`src/rtl/alu_ctrl_pkg.sv`:
```
// Shared encodings for the ALU control decoder: ALUOp classes, ALUControl codes
// and R-type Funct codes.
package alu_ctrl_pkg;

    localparam logic [3:0] ALUOP_RTYPE  = 4'b0000;
    localparam logic [3:0] ALUOP_ADDI   = 4'b0001;
    localparam logic [3:0] ALUOP_SLTI   = 4'b0010;
    localparam logic [3:0] ALUOP_ANDI   = 4'b0011;
    localparam logic [3:0] ALUOP_ORI    = 4'b0100;
    localparam logic [3:0] ALUOP_XORI   = 4'b0101;
    localparam logic [3:0] ALUOP_LUI    = 4'b0110;
    localparam logic [3:0] ALUOP_BRANCH = 4'b0111;
    localparam logic [3:0] ALUOP_SW     = 4'b1000;
    localparam logic [3:0] ALUOP_LW     = 4'b1001;
    localparam logic [3:0] ALUOP_SLTIU  = 4'b1010;

    localparam logic [3:0] ALUC_AND  = 4'b0000;
    localparam logic [3:0] ALUC_OR   = 4'b0001;
    localparam logic [3:0] ALUC_ADD  = 4'b0010;
    localparam logic [3:0] ALUC_SLT  = 4'b0011;
    localparam logic [3:0] ALUC_XOR  = 4'b0100;
    localparam logic [3:0] ALUC_NOR  = 4'b0101;
    localparam logic [3:0] ALUC_SUB  = 4'b0110;
    localparam logic [3:0] ALUC_LUI  = 4'b0111;
    localparam logic [3:0] ALUC_SLTU = 4'b1000;

    localparam logic [5:0] FUNCT_ADD  = 6'b100000;
    localparam logic [5:0] FUNCT_ADDU = 6'b100001;
    localparam logic [5:0] FUNCT_SUB  = 6'b100010;
    localparam logic [5:0] FUNCT_SUBU = 6'b100011;
    localparam logic [5:0] FUNCT_AND  = 6'b100100;
    localparam logic [5:0] FUNCT_OR   = 6'b100101;
    localparam logic [5:0] FUNCT_XOR  = 6'b100110;
    localparam logic [5:0] FUNCT_NOR  = 6'b100111;
    localparam logic [5:0] FUNCT_SLT  = 6'b101010;
    localparam logic [5:0] FUNCT_SLTU = 6'b101011;

endpackage

```
`src/rtl/alu_ctrl_issue_pipe_if.sv`:
```
// Issue-side bundle bus: upstream decode handshake, downstream execute handshake,
// flush and the illegal-op counter.
interface alu_ctrl_issue_pipe_if #(
    parameter int LANES  = 2,
    parameter int OP_W   = 4,
    parameter int CTRL_W = 4,
    parameter int CNT_W  = 8
);
    logic                    in_valid;
    logic                    in_ready;
    logic [LANES-1:0]        lane_en_i;
    logic [LANES*OP_W-1:0]   aluop_i;
    logic [LANES*6-1:0]      funct_i;
    logic                    flush;
    logic                    out_valid;
    logic                    out_ready;
    logic [LANES*CTRL_W-1:0] alu_ctrl_o;
    logic [LANES-1:0]        lane_valid_o;
    logic [LANES-1:0]        illegal_o;
    logic [CNT_W-1:0]        illegal_cnt_o;

    modport master (
        output in_valid, lane_en_i, aluop_i, funct_i, flush, out_ready,
        input  in_ready, out_valid, alu_ctrl_o, lane_valid_o, illegal_o, illegal_cnt_o
    );

    modport slave (
        input  in_valid, lane_en_i, aluop_i, funct_i, flush, out_ready,
        output in_ready, out_valid, alu_ctrl_o, lane_valid_o, illegal_o, illegal_cnt_o
    );
endinterface

```
`src/rtl/alu_ctrl_lane_dec.sv`:
```
// Single-lane combinational ALU control decoder: {ALUOp, Funct} -> {ALUControl, illegal}.
module alu_ctrl_lane_dec
    import alu_ctrl_pkg::*;
#(
    parameter int OP_W   = 4,
    parameter int CTRL_W = 4
) (
    input  logic [OP_W-1:0]   aluop,
    input  logic [5:0]        funct,
    output logic [CTRL_W-1:0] ctrl,
    output logic              illegal
);

    always_comb begin
        // NOTE: defaults first so every path assigns both outputs and no latch is inferred.
        ctrl    = '0;
        illegal = 1'b0;
        case (aluop)
            ALUOP_RTYPE: begin
                case (funct)
                    FUNCT_ADD, FUNCT_ADDU: ctrl = ALUC_ADD;
                    FUNCT_SUB, FUNCT_SUBU: ctrl = ALUC_SUB;
                    FUNCT_AND:             ctrl = ALUC_AND;
                    FUNCT_OR:              ctrl = ALUC_OR;
                    FUNCT_XOR:             ctrl = ALUC_XOR;
                    FUNCT_NOR:             ctrl = ALUC_NOR;
                    FUNCT_SLT:             ctrl = ALUC_SLT;
                    FUNCT_SLTU:            ctrl = ALUC_SLTU;
                    default:               illegal = 1'b1;
                endcase
            end
            ALUOP_ADDI:          ctrl = ALUC_ADD;
            ALUOP_SLTI:          ctrl = ALUC_SLT;
            ALUOP_ANDI:          ctrl = ALUC_AND;
            ALUOP_ORI:           ctrl = ALUC_OR;
            ALUOP_XORI:          ctrl = ALUC_XOR;
            ALUOP_LUI:           ctrl = ALUC_LUI;
            ALUOP_BRANCH:        ctrl = ALUC_SUB;
            ALUOP_SW, ALUOP_LW:  ctrl = ALUC_ADD;
            ALUOP_SLTIU:         ctrl = ALUC_SLTU;
            default:             illegal = 1'b1;
        endcase
    end

endmodule

```
`src/rtl/alu_ctrl_issue_pipe.sv`:
```
// Multi-lane registered ALU control decoder with a 2-entry skid buffer, flush
// and a saturating illegal-op counter.
module alu_ctrl_issue_pipe
    import alu_ctrl_pkg::*;
#(
    parameter int LANES  = 2,
    parameter int OP_W   = 4,
    parameter int CTRL_W = 4,
    parameter int CNT_W  = 8
) (
    input logic               clk,
    input logic               rst,
    alu_ctrl_issue_pipe_if.slave bus
);

    logic [LANES*CTRL_W-1:0] dec_ctrl;
    logic [LANES-1:0]        dec_illegal;
    logic [LANES-1:0]        new_illegal;
    logic [2:0]              new_pop;
    logic [CNT_W:0]          cnt_sum;
    logic [CNT_W-1:0]        cnt_next;

    // Entry 0 is the head that drives the outputs; entry 1 is the skid.
    logic                    v0, v1, rdy_q;
    logic [LANES*CTRL_W-1:0] e0_ctrl, e1_ctrl;
    logic [LANES-1:0]        e0_en, e1_en, e0_ill, e1_ill;
    logic [CNT_W-1:0]        cnt;

    logic accept, consume;

    for (genvar k = 0; k < LANES; k++) begin : g_lane
        alu_ctrl_lane_dec #(.OP_W(OP_W), .CTRL_W(CTRL_W)) u_dec (
            .aluop   (bus.aluop_i[k*OP_W +: OP_W]),
            .funct   (bus.funct_i[k*6 +: 6]),
            .ctrl    (dec_ctrl[k*CTRL_W +: CTRL_W]),
            .illegal (dec_illegal[k])
        );
    end

    assign new_illegal = dec_illegal & bus.lane_en_i;
    assign accept      = bus.in_valid & rdy_q & ~bus.flush;
    assign consume     = v0 & bus.out_ready;

    always_comb begin
        new_pop = '0;
        for (int k = 0; k < LANES; k++) begin
            new_pop = new_pop + 3'(new_illegal[k]);
        end
    end

    // One spare bit catches the carry so the counter clamps instead of wrapping.
    assign cnt_sum  = {1'b0, cnt} + {{(CNT_W-2){1'b0}}, new_pop};
    assign cnt_next = cnt_sum[CNT_W] ? {CNT_W{1'b1}} : cnt_sum[CNT_W-1:0];

    // NOTE: state is updated with non-blocking assignments so every register samples pre-edge values.
    always_ff @(posedge clk or posedge rst) begin
        if (rst) begin
            v0      <= 1'b0;
            v1      <= 1'b0;
            rdy_q   <= 1'b1;
            e0_ctrl <= '0;
            e0_en   <= '0;
            e0_ill  <= '0;
            e1_ctrl <= '0;
            e1_en   <= '0;
            e1_ill  <= '0;
        end else if (bus.flush) begin
            v0    <= 1'b0;
            v1    <= 1'b0;
            rdy_q <= 1'b1;
        end else begin
            case ({accept, consume})
                2'b10: begin
                    if (!v0) begin
                        v0      <= 1'b1;
                        e0_ctrl <= dec_ctrl;
                        e0_en   <= bus.lane_en_i;
                        e0_ill  <= new_illegal;
                    end else begin
                        v1      <= 1'b1;
                        rdy_q   <= 1'b0;
                        e1_ctrl <= dec_ctrl;
                        e1_en   <= bus.lane_en_i;
                        e1_ill  <= new_illegal;
                    end
                end
                2'b01: begin
                    if (v1) begin
                        v1      <= 1'b0;
                        rdy_q   <= 1'b1;
                        e0_ctrl <= e1_ctrl;
                        e0_en   <= e1_en;
                        e0_ill  <= e1_ill;
                    end else begin
                        v0 <= 1'b0;
                    end
                end
                2'b11: begin
                    // Accept is only possible at count 1 here, since the skid is empty.
                    e0_ctrl <= dec_ctrl;
                    e0_en   <= bus.lane_en_i;
                    e0_ill  <= new_illegal;
                end
                default: ;
            endcase
        end
    end

    always_ff @(posedge clk or posedge rst) begin
        if (rst) begin
            cnt <= '0;
        end else if (accept) begin
            cnt <= cnt_next;
        end
    end

    assign bus.in_ready      = rdy_q;
    assign bus.out_valid     = v0;
    assign bus.alu_ctrl_o    = e0_ctrl;
    assign bus.lane_valid_o  = e0_en;
    assign bus.illegal_o     = e0_ill;
    assign bus.illegal_cnt_o = cnt;

endmodule

```
`src/flat_wrapper.sv`:
```
// flat-port wrapper written by rule: the top's interface ports become plain ports
module alu_ctrl_issue_pipe_flat import alu_ctrl_pkg::*;
#(
    parameter int LANES  = 2,
    parameter int OP_W   = 4,
    parameter int CTRL_W = 4,
    parameter int CNT_W  = 8
)
  (clk, rst, bus_in_valid, bus_lane_en_i, bus_aluop_i, bus_funct_i, bus_flush, bus_out_ready, bus_in_ready, bus_out_valid, bus_alu_ctrl_o, bus_lane_valid_o, bus_illegal_o, bus_illegal_cnt_o);
  alu_ctrl_issue_pipe_if #(.LANES(LANES), .OP_W(OP_W), .CTRL_W(CTRL_W), .CNT_W(CNT_W)) bus_i ();
  input logic clk;
  input logic rst;
  input wire logic [$bits(bus_i.in_valid)-1:0] bus_in_valid;
  input wire logic [$bits(bus_i.lane_en_i)-1:0] bus_lane_en_i;
  input wire logic [$bits(bus_i.aluop_i)-1:0] bus_aluop_i;
  input wire logic [$bits(bus_i.funct_i)-1:0] bus_funct_i;
  input wire logic [$bits(bus_i.flush)-1:0] bus_flush;
  input wire logic [$bits(bus_i.out_ready)-1:0] bus_out_ready;
  output wire logic [$bits(bus_i.in_ready)-1:0] bus_in_ready;
  output wire logic [$bits(bus_i.out_valid)-1:0] bus_out_valid;
  output wire logic [$bits(bus_i.alu_ctrl_o)-1:0] bus_alu_ctrl_o;
  output wire logic [$bits(bus_i.lane_valid_o)-1:0] bus_lane_valid_o;
  output wire logic [$bits(bus_i.illegal_o)-1:0] bus_illegal_o;
  output wire logic [$bits(bus_i.illegal_cnt_o)-1:0] bus_illegal_cnt_o;
  assign bus_i.in_valid = bus_in_valid;
  assign bus_i.lane_en_i = bus_lane_en_i;
  assign bus_i.aluop_i = bus_aluop_i;
  assign bus_i.funct_i = bus_funct_i;
  assign bus_i.flush = bus_flush;
  assign bus_i.out_ready = bus_out_ready;
  assign bus_in_ready = bus_i.in_ready;
  assign bus_out_valid = bus_i.out_valid;
  assign bus_alu_ctrl_o = bus_i.alu_ctrl_o;
  assign bus_lane_valid_o = bus_i.lane_valid_o;
  assign bus_illegal_o = bus_i.illegal_o;
  assign bus_illegal_cnt_o = bus_i.illegal_cnt_o;
  alu_ctrl_issue_pipe #(.LANES(LANES), .OP_W(OP_W), .CTRL_W(CTRL_W), .CNT_W(CNT_W)) u_core (.clk(clk), .rst(rst), .bus(bus_i));
endmodule
```
`config.mk`:
```
export PLATFORM = sky130hd
export DESIGN_NAME = alu_ctrl_issue_pipe_flat
export DESIGN_NICKNAME = d
export VERILOG_FILES = /design/src/rtl/alu_ctrl_pkg.sv /design/src/rtl/alu_ctrl_issue_pipe_if.sv /design/src/rtl/alu_ctrl_lane_dec.sv /design/src/rtl/alu_ctrl_issue_pipe.sv /design/src/flat_wrapper.sv
export SDC_FILE = /design/constraint.sdc
export NUM_CORES = 1
export LEC_CHECK = 0
export CORE_UTILIZATION = 45
export CTS_BUF_LIST = sky130_fd_sc_hd__clkbuf_4
export CTS_CLUSTER_DIAMETER = 200
export DETAILED_ROUTE_END_ITERATION = 16
export DONT_BUFFER_PORTS = 1
export SLEW_MARGIN = 10
export SYNTH_ARGS = -nofsm -noshare
export SYNTH_HDL_FRONTEND = slang
export SYNTH_HIERARCHICAL = 1
export SYNTH_SLANG_ARGS = --single-unit
```
`constraint.sdc`:
```
create_clock -name clk -period 1.7 [get_ports clk]
set_input_delay 0.34 -clock clk [delete_from_list [all_inputs] [get_ports clk]]
set_output_delay 0.34 -clock clk [all_outputs]
set_load 0.01 [all_outputs]
```
Word level (Yosys, flattened, before mapping)

Index checks and enable logic that the tools add are counted.

$add $sub $neg: 2
Equality and inequality tests: 48
Multiplexer cells: 28
Bitwise operators: 5
Reductions and logical operators: 19

Operators with widths:

| kind                                           | number |
|---|---|
| == test 6 bit (second input constant)          | 20 |
| case mux 4 bit (8 select lines)                | 2 |
| case mux 4 bit (7 select lines)                | 2 |
| OR reduction 10 bit                            | 4 |
| == test 4 x 3 -> 1 bit (second input constant) | 8 |
| == test 4 bit (second input constant)          | 6 |
| 2-to-1 mux 8 bit                               | 3 |
| case mux 8 bit (3 select lines)                | 1 |
| == test 4 x 2 -> 1 bit (second input constant) | 4 |
| case mux 2 bit (3 select lines)                | 2 |
| case mux 1 bit (2 select lines)                | 5 |
| adder 8 x 3 -> 9 bit                           | 1 |
| 2-to-1 mux 1 bit                               | 9 |
| == test 4 x 1 -> 1 bit (second input constant) | 2 |
| logical NOT 4 bit                              | 2 |
| 2-to-1 mux 2 bit                               | 4 |
| OR reduction 2 bit                             | 4 |
| != test 3 x 2 -> 1 bit (second input constant) | 2 |
| AND reduction 3 bit                            | 2 |
| nonzero test 3 bit                             | 2 |
| OR reduction 3 bit                             | 2 |
| == test 2 bit (second input constant)          | 2 |
| AND reduction 2 bit                            | 2 |
| AND reduction 4 bit                            | 1 |
| 8 further kinds                                | 10 |

Flip-flop bits (word level): 35
Input bits: 27
Output and inout port bits: 22
Word-level logic and storage cells: 112

Logic depth before layout (Yosys ltp)

Word-level depth: 8
Depth in mapped cells: 10
Depth with buffers taken out: 9

Modules after synthesis

The synthesis kept the hierarchy.

By module, submodules not included:

| module                                     | instances | cells an instance | area an instance (um^2) | seq. area each (um^2) |
|---|---|---|---|---|
| alu_ctrl_issue_pipe                        | 1         | 167               | 1,765.4                 | 877.1 |
| alu_ctrl_lane_dec (u_core.g_lane[1].u_dec) | 1         | 27                | 163.9                   | 0.0 |
| alu_ctrl_lane_dec (u_core.g_lane[0].u_dec) | 1         | 26                | 160.2                   | 0.0 |

Worst setup path before layout

No wires, ideal clock.

Kind: input-to-reg
From: input bus_funct_i[5]
To: register u_core.cnt[6] (netlist: u_core/bus.illegal_cnt_o[6])
Setup time: 82 ps
Arrival: 2,474 ps
Required time: 1,618 ps
Setup slack: -855 ps
Stages: 10
Buffers on the path: 1
Cell sequence: inv_1 -> or4_4 -> a32o_1 -> and2_1 -> fa_1 -> ha_1 -> and4b_1 -> buf_2 -> and2_1 -> a31oi_1

Cells in the longest elaborated chain, start to end: 8
Elaborated cells between the ends (all ways): 17
Classes of those cells: add/sub (2); eq/ne (10); mux (3); bitwise (1); reduce/logical (1)

RTL lines:

| element                                | RTL line                   | text |
|---|---|---|
| start, declared                        | flat_wrapper.sv:16         | `input wire logic [$bits(bus_i.funct_i)-1:0] bus_funct_i;` |
| == test 6 bit                          | alu_ctrl_lane_dec.sv:20    | `case (funct)` |
| OR reduction 10 bit (no source line) * | --                         |  |
| 2-to-1 mux 1 bit *                     | alu_ctrl_lane_dec.sv:20    |  |
| case mux 1 bit (2 select lines) *      | alu_ctrl_lane_dec.sv:18    | `case (aluop)` |
| net u_core.dec_illegal[0]              | alu_ctrl_issue_pipe.sv:17  | `logic [LANES-1:0] dec_illegal;` |
| bitwise AND 2 bit *                    | alu_ctrl_issue_pipe.sv:40  | `assign new_illegal = dec_illegal & bus.lane_en_i;` |
| net u_core.new_illegal[0]              | alu_ctrl_issue_pipe.sv:18  | `logic [LANES-1:0] new_illegal;` |
| adder 1 x 1 -> 2 bit *                 | alu_ctrl_issue_pipe.sv:47  | `new_pop = new_pop + 3'(new_illegal[k]);` |
| adder 8 x 3 -> 9 bit *                 | alu_ctrl_issue_pipe.sv:52  | `assign cnt_sum = {1'b0, cnt} + {{(CNT_W-2){1'b0}}, new_pop};` |
| 2-to-1 mux 8 bit *                     | alu_ctrl_issue_pipe.sv:53  | `assign cnt_next = cnt_sum[CNT_W] ? {CNT_W{1'b1}} : cnt_sum[CNT_W-1:0];` |
| end signal, assigned                   | alu_ctrl_issue_pipe.sv:113 | `cnt <= cnt_next;` |
| end, declared                          | alu_ctrl_issue_pipe.sv:27  | `logic [CNT_W-1:0] cnt;` |

Mark *: on every way through the listed nets, which the timed path passes. The rest lies on a longest branch.
A chain may end at the register's enable or synchronous reset.

Final worst setup path

From: input bus_funct_i[2]
To: register u_core.cnt[0] (netlist: u_core/bus.illegal_cnt_o[0])

The elaborated chain is that of the path after synthesis.

==> qor.csv <==
metric,value,unit
power.clock.fraction,21.6,%
global_route.usage.met1,25.8,%
syn_area_per_cell,9.50,sq um
syn_nets,249,
synthDominantAreaCellType,sky130_fd_sc_hd__dfrtp_1,
post_synth_inst_count,220,
start_kind,input port,
sequential_to_total_area_share_from_yosys_stat,42.0,%
synthesis.area,2090,sq um
htree_levels,2,
power_switching,680,uW
finalSetupViolations,10,
core_region_area,4410,sq um
antenna_violations_before_repair,0,
place_area,2200,sq um
area.growth.synth_to_final,12.5,%
timing.fmax,476,MHz
tightestPinTransition,0.566,ns
whs_path_depth,1,
globalRoute.totalOverflow,0,
share_comb_of_total_power,21.7,%
postRouteWirelength,5240,um
vias_per_inst,6.53,
maxSlewHeadroom,61.3,%
routedWlPerCell,18.1,um
synth.top_cells.by_area,"sky130_fd_sc_hd__dfrtp_1, sky130_fd_sc_hd__a31oi_1, sky130_fd_sc_hd__mux2_2",
max_cap_viol_count,0,
p_seq_share,56.7,%
synthMostInstantiatedCell,sky130_fd_sc_hd__dfrtp_1,
placement_rows,24,
ioPinCount,49,
timing.hold.worst.class,input port to flop,
postSynth.topFlopCell,sky130_fd_sc_hd__dfrtp_1,
finalHoldViolations,0,
data_arrival_at_the_endpoint_of_the_critical_path,2.32,ns
clk_latency,0.34,ns
final_cell_area,2350,sq um
dp_cells,274,
worst_setup_hold_path_clk_slew,0.11,ns
drt-pass1-iter-count,4,
port_buffers,0,
global_route.usage.met2,37.9,%
worstRegToRegCells,5,
synth.distinct_cells,51,
worstPathRequired,1.92,ns
swShare,32.9,%
insertedDiodeCount,0,
synthesis.yosys.warnings,6,
setup_ws,-0.400,ns
final_period_minus_worst_setup_slack,2.10,ns
asyncSetResetFlopFracSynth,100,%
top_usage_layer,met2,
clock-skew-final,0.00552,ns
groute.layer.met3.usage,5.92,%
cts_made_buffers,5,
floorplan.initialDensity,47.3,%
power.internal,1.38,mW
cellLeakagePower,0.964,nW
synth_top_area_share,40.7,%
end_kind,flop,
global_route.usage.total,21.7,%
drt-initial-drc-count,174,
design.final.nets,265,
violations,negative setup slack,
grt_pass1_vias,1879,
setup_total_negative_slack,-3.08,ns
fp.dieArea,4920,sq um
numClockSinks,35,
tritoncts,yes,
antenna_violating_nets_post_route,0,
worstPathMaxFanout,7,
synth_seq_cells,35,
fp.dieH,70.1,um
clock-root-buffer,sky130_fd_sc_hd__clkbuf_4,
clk_path_buf_depth,2,
route.detailed.drc,0,
dp_hpwl,3740,um
fin_cells,289,
grt_max_degree,36,
post-route-period-util,124,%
dr_total_vias,1886,
place.gp.congestion,0.815,
post_synth_edffs,0,
grt_first_pass_wirelength,8570,um
p_total,2.07,mW
number_of_pins_with_negative_max_slew_slack_in_the_final_report,0,
fp.dieW,70.1,um
top_cells_by_instance_count_after_synthesis,"sky130_fd_sc_hd__dfrtp_1, sky130_fd_sc_hd__a31oi_1, sky130_fd_sc_hd__nand2_1",
worstSetupPathType,input port to flop,
outcome,finished with violations,
vdd.ir_drop.worst,0.533,mV
rsz0062_at_grt,true,
post_route_cells_drive_above_1_share,24.9,%
power-per-cell-area,879,nW/um^2
[final cells by class]
| cell class | count | area, sq um |
|---|---|---|
| clock buffer | 6 | 45.0 |
| clock inverter | 2 | 7.51 |
| fill | 398 | 2060 |
| inverter | 8 | 30.0 |
| multi-input combinational | 163 | 1130 |
| sequential | 35 | 877 |
| tap | 52 | 65.1 |
| timing repair buffer | 23 | 191 |
[path summary, 6_finish.rpt]
| kind | start | to | slack (ns) |
|---|---|---|---|
| max | bus_funct_i[2] | u_core/bus.illegal_cnt_o[0] | -0.40 |
| min | bus_flush | u_core/bus.out_valid | 0.05 |
| max reg2reg | u_core/bus.illegal_cnt_o[0] | u_core/bus.illegal_cnt_o[0] | 0.01 |
| min reg2reg | u_core/e1_en[1] | u_core/e1_en[1] | 0.52 |
| max in group asynchronous | rst | u_core/bus.in_ready | 0.97 |
| min in group asynchronous | rst | u_core/bus.illegal_cnt_o[2] | 0.48 |
[power by group through the flow]
stage	sequential, mW	clock (mW)	combinational, mW
2_1_floorplan	1.15	0	0.314
3_3_place_gp	1.17	0	0.399
3_5_place_dp	1.18	0	0.415
4_1_cts	1.17	0.460	0.422
5_1_grt	1.20	0.491	0.492
6_report	1.17	0.446	0.448
[worst max-delay path, cell delays in order]
cell and delay (ns):
sky130_fd_sc_hd__or4_4 0.52, sky130_fd_sc_hd__a32o_1 0.24, sky130_fd_sc_hd__and2_4 0.14, sky130_fd_sc_hd__fa_2 0.36, sky130_fd_sc_hd__ha_4 0.17, sky130_fd_sc_hd__and4b_2 0.25, sky130_fd_sc_hd__nand4_1 0.18, sky130_fd_sc_hd__nand3_1 0.12
[through the flow]
| stage | setup WS, ns | util [%] | hold WS (ns) |
|---|---|---|---|
| detailed placement | -0.747 | 49.9 | 0.296 |
| floorplan | -0.671 | - | 0.403 |
| global route | -0.432 | 53.2 | 0.0351 |
| finish | -0.400 | 53.2 | 0.0529 |
| global placement | -0.685 | 49.9 | 0.288 |
| CTS | -0.358 | 51.6 | 0.0326 |
[cells in the final DEF (no fill, tap or decap), types with 2 or more instances in the layout]
master,Yosys,final
sky130_fd_sc_hd__and2_4,0,2
sky130_fd_sc_hd__clkbuf_4,0,6
sky130_fd_sc_hd__nor3_1,2,2
sky130_fd_sc_hd__o22ai_1,3,3
sky130_fd_sc_hd__nor2_1,6,5
sky130_fd_sc_hd__a31oi_1,27,27
sky130_fd_sc_hd__dfrtp_1,34,34
sky130_fd_sc_hd__buf_4,2,20
sky130_fd_sc_hd__nand2b_1,3,3
sky130_fd_sc_hd__nand2_1,18,18
sky130_fd_sc_hd__nand3_1,8,8
sky130_fd_sc_hd__a21oi_1,12,11
sky130_fd_sc_hd__nand4_1,15,15
sky130_fd_sc_hd__clkinv_1,0,2
sky130_fd_sc_hd__and2_1,5,3
sky130_fd_sc_hd__inv_1,8,7
sky130_fd_sc_hd__o31ai_1,2,2
sky130_fd_sc_hd__mux2_2,12,12
sky130_fd_sc_hd__o21ai_0,17,16
sky130_fd_sc_hd__nor2b_1,3,3
[flip-flops by register name, summed over array words and instances, names as in the netlist]
| name | flops |
|---|---|
| u_core/bus.in_ready | 1 |
| u_core/bus.out_valid | 1 |
| u_core/e1_en | 2 |
| u_core/bus.lane_valid_o | 2 |
| u_core/bus.illegal_o | 2 |
| u_core/e1_ill | 2 |
| u_core/e1_ctrl | 8 |
| u_core/bus.alu_ctrl_o | 8 |
| u_core/v1 | 1 |
| u_core/bus.illegal_cnt_o | 8 |
[routing by layer]
layer / wire length [um] / part of all wire, %
met1: 2220 / 42
met2: 2640 / 50
met3: 316 / 6.0
met4: 53 / 1.0
met5: 0 / 0
[timing repair]
item	4_1_cts	5_1_grt
setup buffers	1	5
hold buffers	1	0
hold endpoints to repair	34	0
setup endpoints to repair	8	10
pin swaps	3	4
gates resized for setup	2	7
[kinds of logic (layout without fill, tap and decap cells)]
| family | count (synthesis) | after routing | share of synthesized area, % |
|---|---|---|---|
| buffers and inverters | 22 | 39 | 6.05 |
| AO/OA/AOI/OAI | 71 | 71 | 21.5 |
| adder cells (fa/ha/maj) | 2 | 2 | 1.56 |
| flip-flops | 35 | 35 | 42.0 |
| AND/OR/NAND/NOR | 77 | 77 | 22.0 |
| multiplexers | 13 | 13 | 6.95 |
Power figures use the tool's default switching activity.
